## src/rtl/div_controller_if.sv

```systemverilog
// Handshake and strobe bundle between the issuing unit / datapath (master) and the
// restoring-division sequencer (slave).
interface div_controller_if #(
  parameter int unsigned CW = 4
);
  logic          c_start;
  logic          c_abort;
  logic          c_a_msb;
  logic          c_m_zero;
  logic          c_clr_A;
  logic          c_load_M;
  logic          c_load_Q;
  logic          c_shift_AQ;
  logic          c_sel_alu;
  logic          c_load_A;
  logic          c_set_q0;
  logic          c_busy;
  logic          c_done;
  logic          c_div_err;
  logic [CW-1:0] c_count;

  modport master (
    output c_start, c_abort, c_a_msb, c_m_zero,
    input  c_clr_A, c_load_M, c_load_Q, c_shift_AQ, c_sel_alu, c_load_A, c_set_q0,
    input  c_busy, c_done, c_div_err, c_count
  );

  modport slave (
    input  c_start, c_abort, c_a_msb, c_m_zero,
    output c_clr_A, c_load_M, c_load_Q, c_shift_AQ, c_sel_alu, c_load_A, c_set_q0,
    output c_busy, c_done, c_div_err, c_count
  );
endinterface

```

## src/rtl/div_controller.sv

```systemverilog
// Sequencing FSM for a restoring divider: CLEAR, LOAD, then WIDTH x (SHIFT, SUB, TEST), DONE.
// Optional divide-by-zero check state enabled by defining DIV_CTRL_ZERO_CHECK_EN.
module div_controller #(
  parameter int unsigned WIDTH = 8,
  parameter int unsigned CW    = $clog2(WIDTH + 1)
) (
  input logic            c_clk,
  input logic            c_reset,
  div_controller_if.slave bus
);

  typedef enum logic [2:0] {
    StIdle, StClear, StLoad, StZchk, StShift, StSub, StTest, StDone
  } state_e;

  state_e        state_q;
  logic [CW-1:0] count_q;

`ifdef DIV_CTRL_ZERO_CHECK_EN
  logic err_q;
`else
  logic unused_m_zero;
  assign unused_m_zero = bus.c_m_zero;
`endif

  always_ff @(posedge c_clk or posedge c_reset) begin
    if (c_reset) begin
      state_q <= StIdle;
      count_q <= '0;
`ifdef DIV_CTRL_ZERO_CHECK_EN
      err_q   <= 1'b0;
`endif
    end else if (bus.c_abort) begin
      state_q <= StIdle;
      count_q <= '0;
    end else begin
      case (state_q)
        StIdle: begin
          if (bus.c_start) begin
            state_q <= StClear;
`ifdef DIV_CTRL_ZERO_CHECK_EN
            err_q   <= 1'b0;
`endif
          end
        end
        StClear: begin
          count_q <= CW'(WIDTH);
          state_q <= StLoad;
        end
`ifdef DIV_CTRL_ZERO_CHECK_EN
        StLoad: state_q <= StZchk;
        StZchk: begin
          if (bus.c_m_zero) begin
            err_q   <= 1'b1;
            state_q <= StDone;
          end else begin
            state_q <= StShift;
          end
        end
`else
        StLoad: state_q <= StShift;
`endif
        StShift: state_q <= StSub;
        StSub:   state_q <= StTest;
        StTest: begin
          // Guard keeps the counter from wrapping even if TEST were reached at zero.
          if (count_q != '0) count_q <= count_q - 1'b1;
          state_q <= (count_q <= CW'(1)) ? StDone : StShift;
        end
        StDone:  state_q <= StIdle;
        default: state_q <= StIdle;
      endcase
    end
  end

  logic clr_a, load_m, load_q, shift_aq, sel_alu, load_a, set_q0, done, div_err;

  always_comb begin
    clr_a    = 1'b0;
    load_m   = 1'b0;
    load_q   = 1'b0;
    shift_aq = 1'b0;
    sel_alu  = 1'b0;
    load_a   = 1'b0;
    set_q0   = 1'b0;
    done     = 1'b0;
    div_err  = 1'b0;
    unique case (state_q)
      StClear: clr_a = 1'b1;
      StLoad: begin
        load_m = 1'b1;
        load_q = 1'b1;
      end
      StShift: shift_aq = 1'b1;
      StSub: begin
        sel_alu = 1'b1;
        load_a  = 1'b1;
      end
      // Negative trial result: restore with A+M; otherwise record a quotient one.
      StTest: begin
        if (bus.c_a_msb) load_a = 1'b1;
        else             set_q0 = 1'b1;
      end
      StDone: begin
        done = 1'b1;
`ifdef DIV_CTRL_ZERO_CHECK_EN
        div_err = err_q;
`endif
      end
      default: ;
    endcase
  end

  assign bus.c_clr_A    = clr_a;
  assign bus.c_load_M   = load_m;
  assign bus.c_load_Q   = load_q;
  assign bus.c_shift_AQ = shift_aq;
  assign bus.c_sel_alu  = sel_alu;
  assign bus.c_load_A   = load_a;
  assign bus.c_set_q0   = set_q0;
  assign bus.c_busy     = (state_q != StIdle);
  assign bus.c_done     = done;
  assign bus.c_div_err  = div_err;
  assign bus.c_count    = count_q;

endmodule

```

## src/flat_wrapper.sv

```systemverilog
// flat-port wrapper written by rule: the top's interface ports become plain ports
module div_controller_flat 
#(
  parameter int unsigned WIDTH = 8,
  parameter int unsigned CW    = $clog2(WIDTH + 1)
)
  (c_clk, c_reset, bus_c_start, bus_c_abort, bus_c_a_msb, bus_c_m_zero, bus_c_clr_A, bus_c_load_M, bus_c_load_Q, bus_c_shift_AQ, bus_c_sel_alu, bus_c_load_A, bus_c_set_q0, bus_c_busy, bus_c_done, bus_c_div_err, bus_c_count);
  div_controller_if #(.CW(CW)) bus_i ();
  input logic c_clk;
  input logic c_reset;
  input wire logic [$bits(bus_i.c_start)-1:0] bus_c_start;
  input wire logic [$bits(bus_i.c_abort)-1:0] bus_c_abort;
  input wire logic [$bits(bus_i.c_a_msb)-1:0] bus_c_a_msb;
  input wire logic [$bits(bus_i.c_m_zero)-1:0] bus_c_m_zero;
  output wire logic [$bits(bus_i.c_clr_A)-1:0] bus_c_clr_A;
  output wire logic [$bits(bus_i.c_load_M)-1:0] bus_c_load_M;
  output wire logic [$bits(bus_i.c_load_Q)-1:0] bus_c_load_Q;
  output wire logic [$bits(bus_i.c_shift_AQ)-1:0] bus_c_shift_AQ;
  output wire logic [$bits(bus_i.c_sel_alu)-1:0] bus_c_sel_alu;
  output wire logic [$bits(bus_i.c_load_A)-1:0] bus_c_load_A;
  output wire logic [$bits(bus_i.c_set_q0)-1:0] bus_c_set_q0;
  output wire logic [$bits(bus_i.c_busy)-1:0] bus_c_busy;
  output wire logic [$bits(bus_i.c_done)-1:0] bus_c_done;
  output wire logic [$bits(bus_i.c_div_err)-1:0] bus_c_div_err;
  output wire logic [$bits(bus_i.c_count)-1:0] bus_c_count;
  assign bus_i.c_start = bus_c_start;
  assign bus_i.c_abort = bus_c_abort;
  assign bus_i.c_a_msb = bus_c_a_msb;
  assign bus_i.c_m_zero = bus_c_m_zero;
  assign bus_c_clr_A = bus_i.c_clr_A;
  assign bus_c_load_M = bus_i.c_load_M;
  assign bus_c_load_Q = bus_i.c_load_Q;
  assign bus_c_shift_AQ = bus_i.c_shift_AQ;
  assign bus_c_sel_alu = bus_i.c_sel_alu;
  assign bus_c_load_A = bus_i.c_load_A;
  assign bus_c_set_q0 = bus_i.c_set_q0;
  assign bus_c_busy = bus_i.c_busy;
  assign bus_c_done = bus_i.c_done;
  assign bus_c_div_err = bus_i.c_div_err;
  assign bus_c_count = bus_i.c_count;
  div_controller #(.WIDTH(WIDTH), .CW(CW)) u_core (.c_clk(c_clk), .c_reset(c_reset), .bus(bus_i));
endmodule
```

## config.mk

```make
export PLATFORM = sky130hd
export DESIGN_NAME = div_controller_flat
export DESIGN_NICKNAME = d
export VERILOG_FILES = /design/src/rtl/div_controller_if.sv /design/src/rtl/div_controller.sv /design/src/flat_wrapper.sv
export SDC_FILE = /design/constraint.sdc
export NUM_CORES = 1
export LEC_CHECK = 0
export BUFFER_PORTS_ARGS = -buffer_cell sky130_fd_sc_hd__buf_2
export CAP_MARGIN = 20
export CORE_AREA = 3 3 40 42
export CTS_BUF_LIST = sky130_fd_sc_hd__clkbuf_2 sky130_fd_sc_hd__clkbuf_4 sky130_fd_sc_hd__clkbuf_8
export CTS_CLUSTER_SIZE = 12
export DETAILED_ROUTE_END_ITERATION = 16
export DIE_AREA = 0 0 43 45
export PLACE_DENSITY = 0.71
export SETUP_SLACK_MARGIN = 0.1
export SLEW_MARGIN = 40
export SYNTH_ARGS = -nofsm -noshare
export SYNTH_HDL_FRONTEND = slang
export SYNTH_SLANG_ARGS = --single-unit
```

## constraint.sdc

```tcl
create_clock -name c_clk -period 2.34 [get_ports c_clk]
set_clock_uncertainty 0.2 [all_clocks]
set_input_delay 0.702 -clock c_clk [delete_from_list [all_inputs] [get_ports c_clk]]
set_output_delay 0.702 -clock c_clk [all_outputs]
set_load 0.05 [all_outputs]
```

==> flow_metrics.env, run 1 <==
export IMPL_worst_ep_arrival_time_ps=1360
export IMPL_swShare=0.3319
export IMPL_start_util=0.4236
export IMPL_crit_type="flop to output port"
export IMPL_vdd_ir_drop_max_v=0.0002552
export IMPL_rsz0062_at_grt="yes"
export IMPL_grt_start_max_net_pins=11
export IMPL_htree_levels=1
export IMPL_dieArea_mm2=0.001935
export IMPL_startpoint="u_core.state_q[1]$_DFFE_PP0P_"
export IMPL_die_w_um=43
export IMPL_cts_root_buf="clkbuf_4"
export IMPL_synth_async_sr_flop_share=1.000
export IMPL_p_per_area_mw_per_mm2=484.4
export IMPL_synth_compound_area_frac=0.1080
export IMPL_yosys_area_top_type="dfrtp_1"
export IMPL_synth_area_top_cells="dfrtp_1, ha_1, mux2_4"
export IMPL_viasPerCell=5.155
export IMPL_r2r_start="u_core.state_q[2]$_DFFE_PP0P_"
export IMPL_synth_top_family_by_area="simple AND/OR/NAND/NOR gates"
export IMPL_cap_violations=0
export IMPL_power_switching_uw=125.3
export IMPL_grt_first_pass_wirelength_um=1773
export IMPL_final_common_cell="buf_2"
export IMPL_hold_slack_ps=167.8
export IMPL_coreArea_mm2=0.001285
export IMPL_grt_overflow=0
export IMPL_seqCellArea_um2=178.9
export IMPL_final_cell_mix="buf_2, buf_4, nor3_1, inv_1, clkbuf_4"
export IMPL_clk_latency_ps=250
export IMPL_multiInputGateArea_um2=346.6
export IMPL_dp_cells=85
export IMPL_synth_area_um2=544.3
export IMPL_hpwl_um=840
export IMPL_wl_per_cell_um=12.82
export IMPL_antenna_left=0
export IMPL_max_freq_ghz=0.4422
export IMPL_clkPwrFrac=0.327
export IMPL_syn_area_per_cell_um2=9.719
export IMPL_first_global_vias=404
export IMPL_tns_ps=0
export IMPL_vias=500
export IMPL_layout_drive_gt1_share=0.5610
export IMPL_worstSetupEndpointType="output port"
export IMPL_syn2layout_area_growth_pct=43.22
export IMPL_clockBufferDepth=2
export IMPL_synth_simple_area_share=0.3287
export IMPL_io_pins=20
export IMPL_synthAdderAreaFrac=0.06897
export IMPL_synth_cells=56
export IMPL_antenna_cells=0
export IMPL_cp_data_required_time_ps=1440
export IMPL_pwr_share_seq=0.356
export IMPL_slew_viol_final=0
export IMPL_yosysSeqAreaShare=0.3218
export IMPL_drt_total_wl_um=1244
export IMPL_fin_nets=92
export IMPL_p_leak_uw=0.0004331
export IMPL_gp_congestion=0.7646
export IMPL_io_buffer_count=17
export IMPL_period_minus_slack_ps=2261
export IMPL_cts_buffers=3
export IMPL_post_route_period_util=0.9664
export IMPL_synth_top_cell_area_share=0.3218
export IMPL_min_path_type="primary input to async pin"
export IMPL_comb_power_share=0.317
export IMPL_drt_iter0_drc=4
export IMPL_num_rows=13
export IMPL_n_fill_cell=109
export IMPL_synth_distinct_cells=29
export IMPL_synth_mux_area_frac=0.07356
export IMPL_synth_nets=65
export IMPL_synth_edf_count=0
export IMPL_synth_seq_cells=7
export IMPL_synth_ff_type="dfrtp_1"
export IMPL_ys_warn_count=0
export IMPL_die_y_um=45
export IMPL_clkSinkCount=7
export IMPL_fin_cells=97
export IMPL_cp_start_kind="flop"
export IMPL_cts_tree="built"
export IMPL_remaining_drc_errors=0
export IMPL_p_int_uw=252.3
export IMPL_synth_xor_area_share=0
export IMPL_track_usage=0.1227
export IMPL_drtPass1Iterations=4
export IMPL_status="finished clean"
export IMPL_setup_viol=0
export IMPL_timing_hold_violations_final=0
export IMPL_cp_max_fo=5
export IMPL_clk_pin_slew_worst_paths_ps=60
export IMPL_antenna_found_initial=0
[power groups by stage]
stage                     Sequential (uW)  Combinational, uW  Clock [uW]
after floorplan                       141               73.6           0
after global placement                138               89.7           0
after detailed placement              139               90.7           0
after CTS                             137               92.0         124
after global routing                  135                127         134
final                                 134                120         123
[synthesized netlist by cell type, types with 2 or more instances]
library cell / count
dfrtp_1: 7
nor2_1: 5
inv_1: 5
ha_1: 3
a21oi_1: 4
mux2_4: 2
or3_1: 2
buf_4: 2
and3_1: 2
nor3_1: 5
[cell type report]
cell class,count,share of cell area
Clock buffer,4,0.03852
Tap cell,15,0.02408
Multi-Input combinational cell,40,0.4446
Timing Repair Buffer,26,0.2392
Sequential cell,7,0.2295
Inverter,5,0.02408
[worst max-delay path: stages (launching register included)]
cell     delay [ps]
dfrtp_2         440
buf_6           130
or3_4           380
buf_8           160
[registers in the layout, indices dropped and copies added, names as in the netlist]
| register | flops |
|---|---|
| u_core.bus.c_count | 4 |
| u_core.state_q | 3 |
[timing repair]
item,in CTS,in global routing
endpoints found under the hold margin,0,0
hold buffers,0,0
setup buffers,0,8
cloned,0,0
setup endpoints to repair,6,6
resized for setup,6,17
pin swaps,0,1
[routing by layer]
layer	track usage	share of wire	wire length [um]	vias to the layer above
met5	0	0	0	-
met4	0.05422	0.0072	9	0
met3	0.03586	0.062	77	2
met2	0.2006	0.51	635	17
met1	0.1510	0.42	521	238
li1	-	-	-	243
[cells by family (layout without fill, tap and decap cells)]
kind of cell             Yosys count  count (layout)
buffers and inverters              9              35
multiplexers                       3               3
AO/OA/AOI/OAI                      8               8
flip-flops                         7               7
adder cells (fa/ha/maj)            3               3
AND/OR/NAND/NOR                   25              25
other                              1               1
[final timing paths]
check | endpoint | cells past startpoint | slack [ps]
setup / recovery | bus_c_busy | 3 | 80
hold / removal | u_core.bus.c_count[1]$_DFFE_PP0P_ | 2 | 170
setup reg to reg | u_core.bus.c_count[0]$_DFFE_PP0P_ | 5 | 670
hold reg to reg | u_core.bus.c_count[1]$_DFFE_PP0P_ | 1 | 370
max in group asynchronous | u_core.state_q[0]$_DFFE_PP0P_ | 2 | 1530
min in group c_clk | u_core.bus.c_count[1]$_DFFE_PP0P_ | 1 | 370
[through the flow]
| step | total power [uW] | instance area, um2 | utilization | setup WS [ps] |
|---|---|---|---|---|
| after floorplan | 214.7 | 565.5 | - | 120.4 |
| after global placement | 228.2 | 645.6 | 0.5024 | 229.6 |
| after detailed placement | 229.4 | 645.6 | 0.5024 | 223.1 |
| after CTS | 353.7 | 685.7 | 0.5336 | 67.14 |
| after global routing | 396.5 | 779.5 | 0.6066 | 55.60 |
| final | 377.6 | 779.5 | 0.6066 | 78.63 |
Power figures use the tool's default switching activity.
==> inputs of run 2 (changes only) <==
Clock period 2.34 ns to 2.5 ns, I/O delays scaled along.
==> flow_metrics.env, run 2 (same netlist as run 1, synthesis figures left out) <==
export IMPL_io_buffer_count=17
export IMPL_finalPower_uw=328.8
export IMPL_clockBufferDepth=2
export IMPL_drt_iter0_drc=1
export IMPL_gp_congestion=0.7814
export IMPL_tns_ps=0
export IMPL_die_y_um=45
export IMPL_clk_latency_ps=260
export IMPL_clkSinkCount=7
export IMPL_final_common_cell="buf_2"
export IMPL_first_global_vias=421
export IMPL_die_w_um=43
export IMPL_worst_ep_arrival_time_ps=1400
export IMPL_layout_drive_gt1_share=0.4730
export IMPL_htree_levels=1
export IMPL_reg2reg_depth=5
export IMPL_grt_first_pass_wirelength_um=1807
export IMPL_status="finished clean"
export IMPL_r2r_setup_slack_ps=840
export IMPL_cap_violations=0
export IMPL_startpoint="u_core.state_q[0]$_DFFE_PP0P_"
export IMPL_p_leak_uw=0.0003869
export IMPL_coreArea_mm2=0.001285
export IMPL_start_util=0.4236
export IMPL_drt_total_wl_um=1090
export IMPL_vdd_ir_drop_max_v=0.0002905
export IMPL_grt_start_max_net_pins=11
export IMPL_largest_reg_flops=4
export IMPL_clk_pin_slew_worst_paths_ps=50
export IMPL_vias=451
export IMPL_viasPerCell=5.067
export IMPL_cts_tree="built"
export IMPL_final_cell_mix="buf_2, nor3_1, inv_1, clkbuf_4"
export IMPL_antenna_left=0
export IMPL_rsz0062_at_grt="yes"
export IMPL_dieArea_mm2=0.001935
export IMPL_setup_viol=0
export IMPL_r2r_start="u_core.state_q[2]$_DFFE_PP0P_"
export IMPL_hpwl_um=856.8
export IMPL_wl_per_cell_um=12.25
export IMPL_cp_start_kind="flop"
export IMPL_p_per_area_mw_per_mm2=483.9
export IMPL_crit_type="flop to output port"
export IMPL_worstSetupEndpointType="output port"
export IMPL_endpoint="bus_c_load_A"
export IMPL_grt_overflow=0
export IMPL_antenna_cells=0
export IMPL_r2r_end="u_core.bus.c_count[0]$_DFFE_PP0P_"
export IMPL_holdBufCountCts=0
export IMPL_min_path_type="primary input to async pin"
export IMPL_track_usage=0.1345
export IMPL_drtPass1Iterations=2
export IMPL_syn2layout_area_growth_pct=24.83
export IMPL_period_minus_slack_ps=2348
export IMPL_io_pins=20
export IMPL_cts_buffers=3
export IMPL_fin_nets=84
export IMPL_cts_root_buf="clkbuf_4"
export IMPL_timing_hold_violations_final=0
export IMPL_remaining_drc_errors=0
export IMPL_max_freq_ghz=0.4259
export IMPL_cp_data_required_time_ps=1550
export IMPL_slew_viol_final=0
export IMPL_cp_max_fo=9
export IMPL_antenna_found_initial=0
export IMPL_post_route_period_util=0.9391
export IMPL_num_rows=13
==> run 2: critical path: stages (launching register included) <==
cell,delay (ps)
dfrtp_2,480
and3b_1,310
a21o_1,130
clkbuf_4,220
==> run 2: metal layers <==
metal / up-vias / track usage / share of wire
li1: 222 / - / -
met1: 211 / 0.1312 / 0.39
met2: 16 / 0.2275 / 0.52
met3: 2 / 0.06375 / 0.074
met4: 0 / 0.09036 / 0.020
met5: - / 0 / 0
==> run 2: power breakdown <==
group	internal [uW]	total (uW)	leakage (uW)	switching, uW
logic	25.9	83.8	0.000278	57.9
registers	119	129	0.0000901	9.98
clock network	71.9	116	0.0000184	44.4
total	216	329	0.000387	112
==> run 2: timing repair <==
item                                   4_1_cts  5_1_grt
endpoints found under the hold margin        0        0
setup endpoints to repair                    1        2
setup buffers                                0        0
gates resized for setup                      2        2
==> run 2: worst min-delay path by stage <==
stage | endpoint | slack [ps] | cells past startpoint
detailed placement | u_core.bus.c_count[1]$_DFFE_PP0P_ | 350 | 1
global route | u_core.bus.c_count[2]$_DFFE_PP0P_ | 220 | 2
floorplan | u_core.bus.c_count[0]$_DFFE_PP0P_ | 350 | 1
global placement | u_core.bus.c_count[1]$_DFFE_PP0P_ | 340 | 1
CTS | u_core.bus.c_count[2]$_DFFE_PP0P_ | 210 | 2
finish | u_core.bus.c_count[2]$_DFFE_PP0P_ | 210 | 2
==> run 2: per-stage QoR <==
step	std cells	utilization	setup slack (ps)	hold WS [ps]	area, um2
3_5_place_dp	85	0.5005	341.5	352.7	643.1
2_1_floorplan	56	-	146.5	353.4	563.0
5_1_grt	89	0.5287	73.81	216.9	679.4
4_1_cts	89	0.5258	105.3	205.6	675.6
6_report	89	0.5287	152.2	207.3	679.4
3_3_place_gp	85	0.5005	349.7	339.4	643.1
==> run 2: area by class of cell <==
cell class / instances / area (um2)
timing repair buffer: 18 / 95.09
clock buffer: 4 / 30.03
sequential: 7 / 178.9
tap: 15 / 18.77
multi-input combinational: 40 / 337.8
inverter: 5 / 18.77
fill: 132 / 605.6
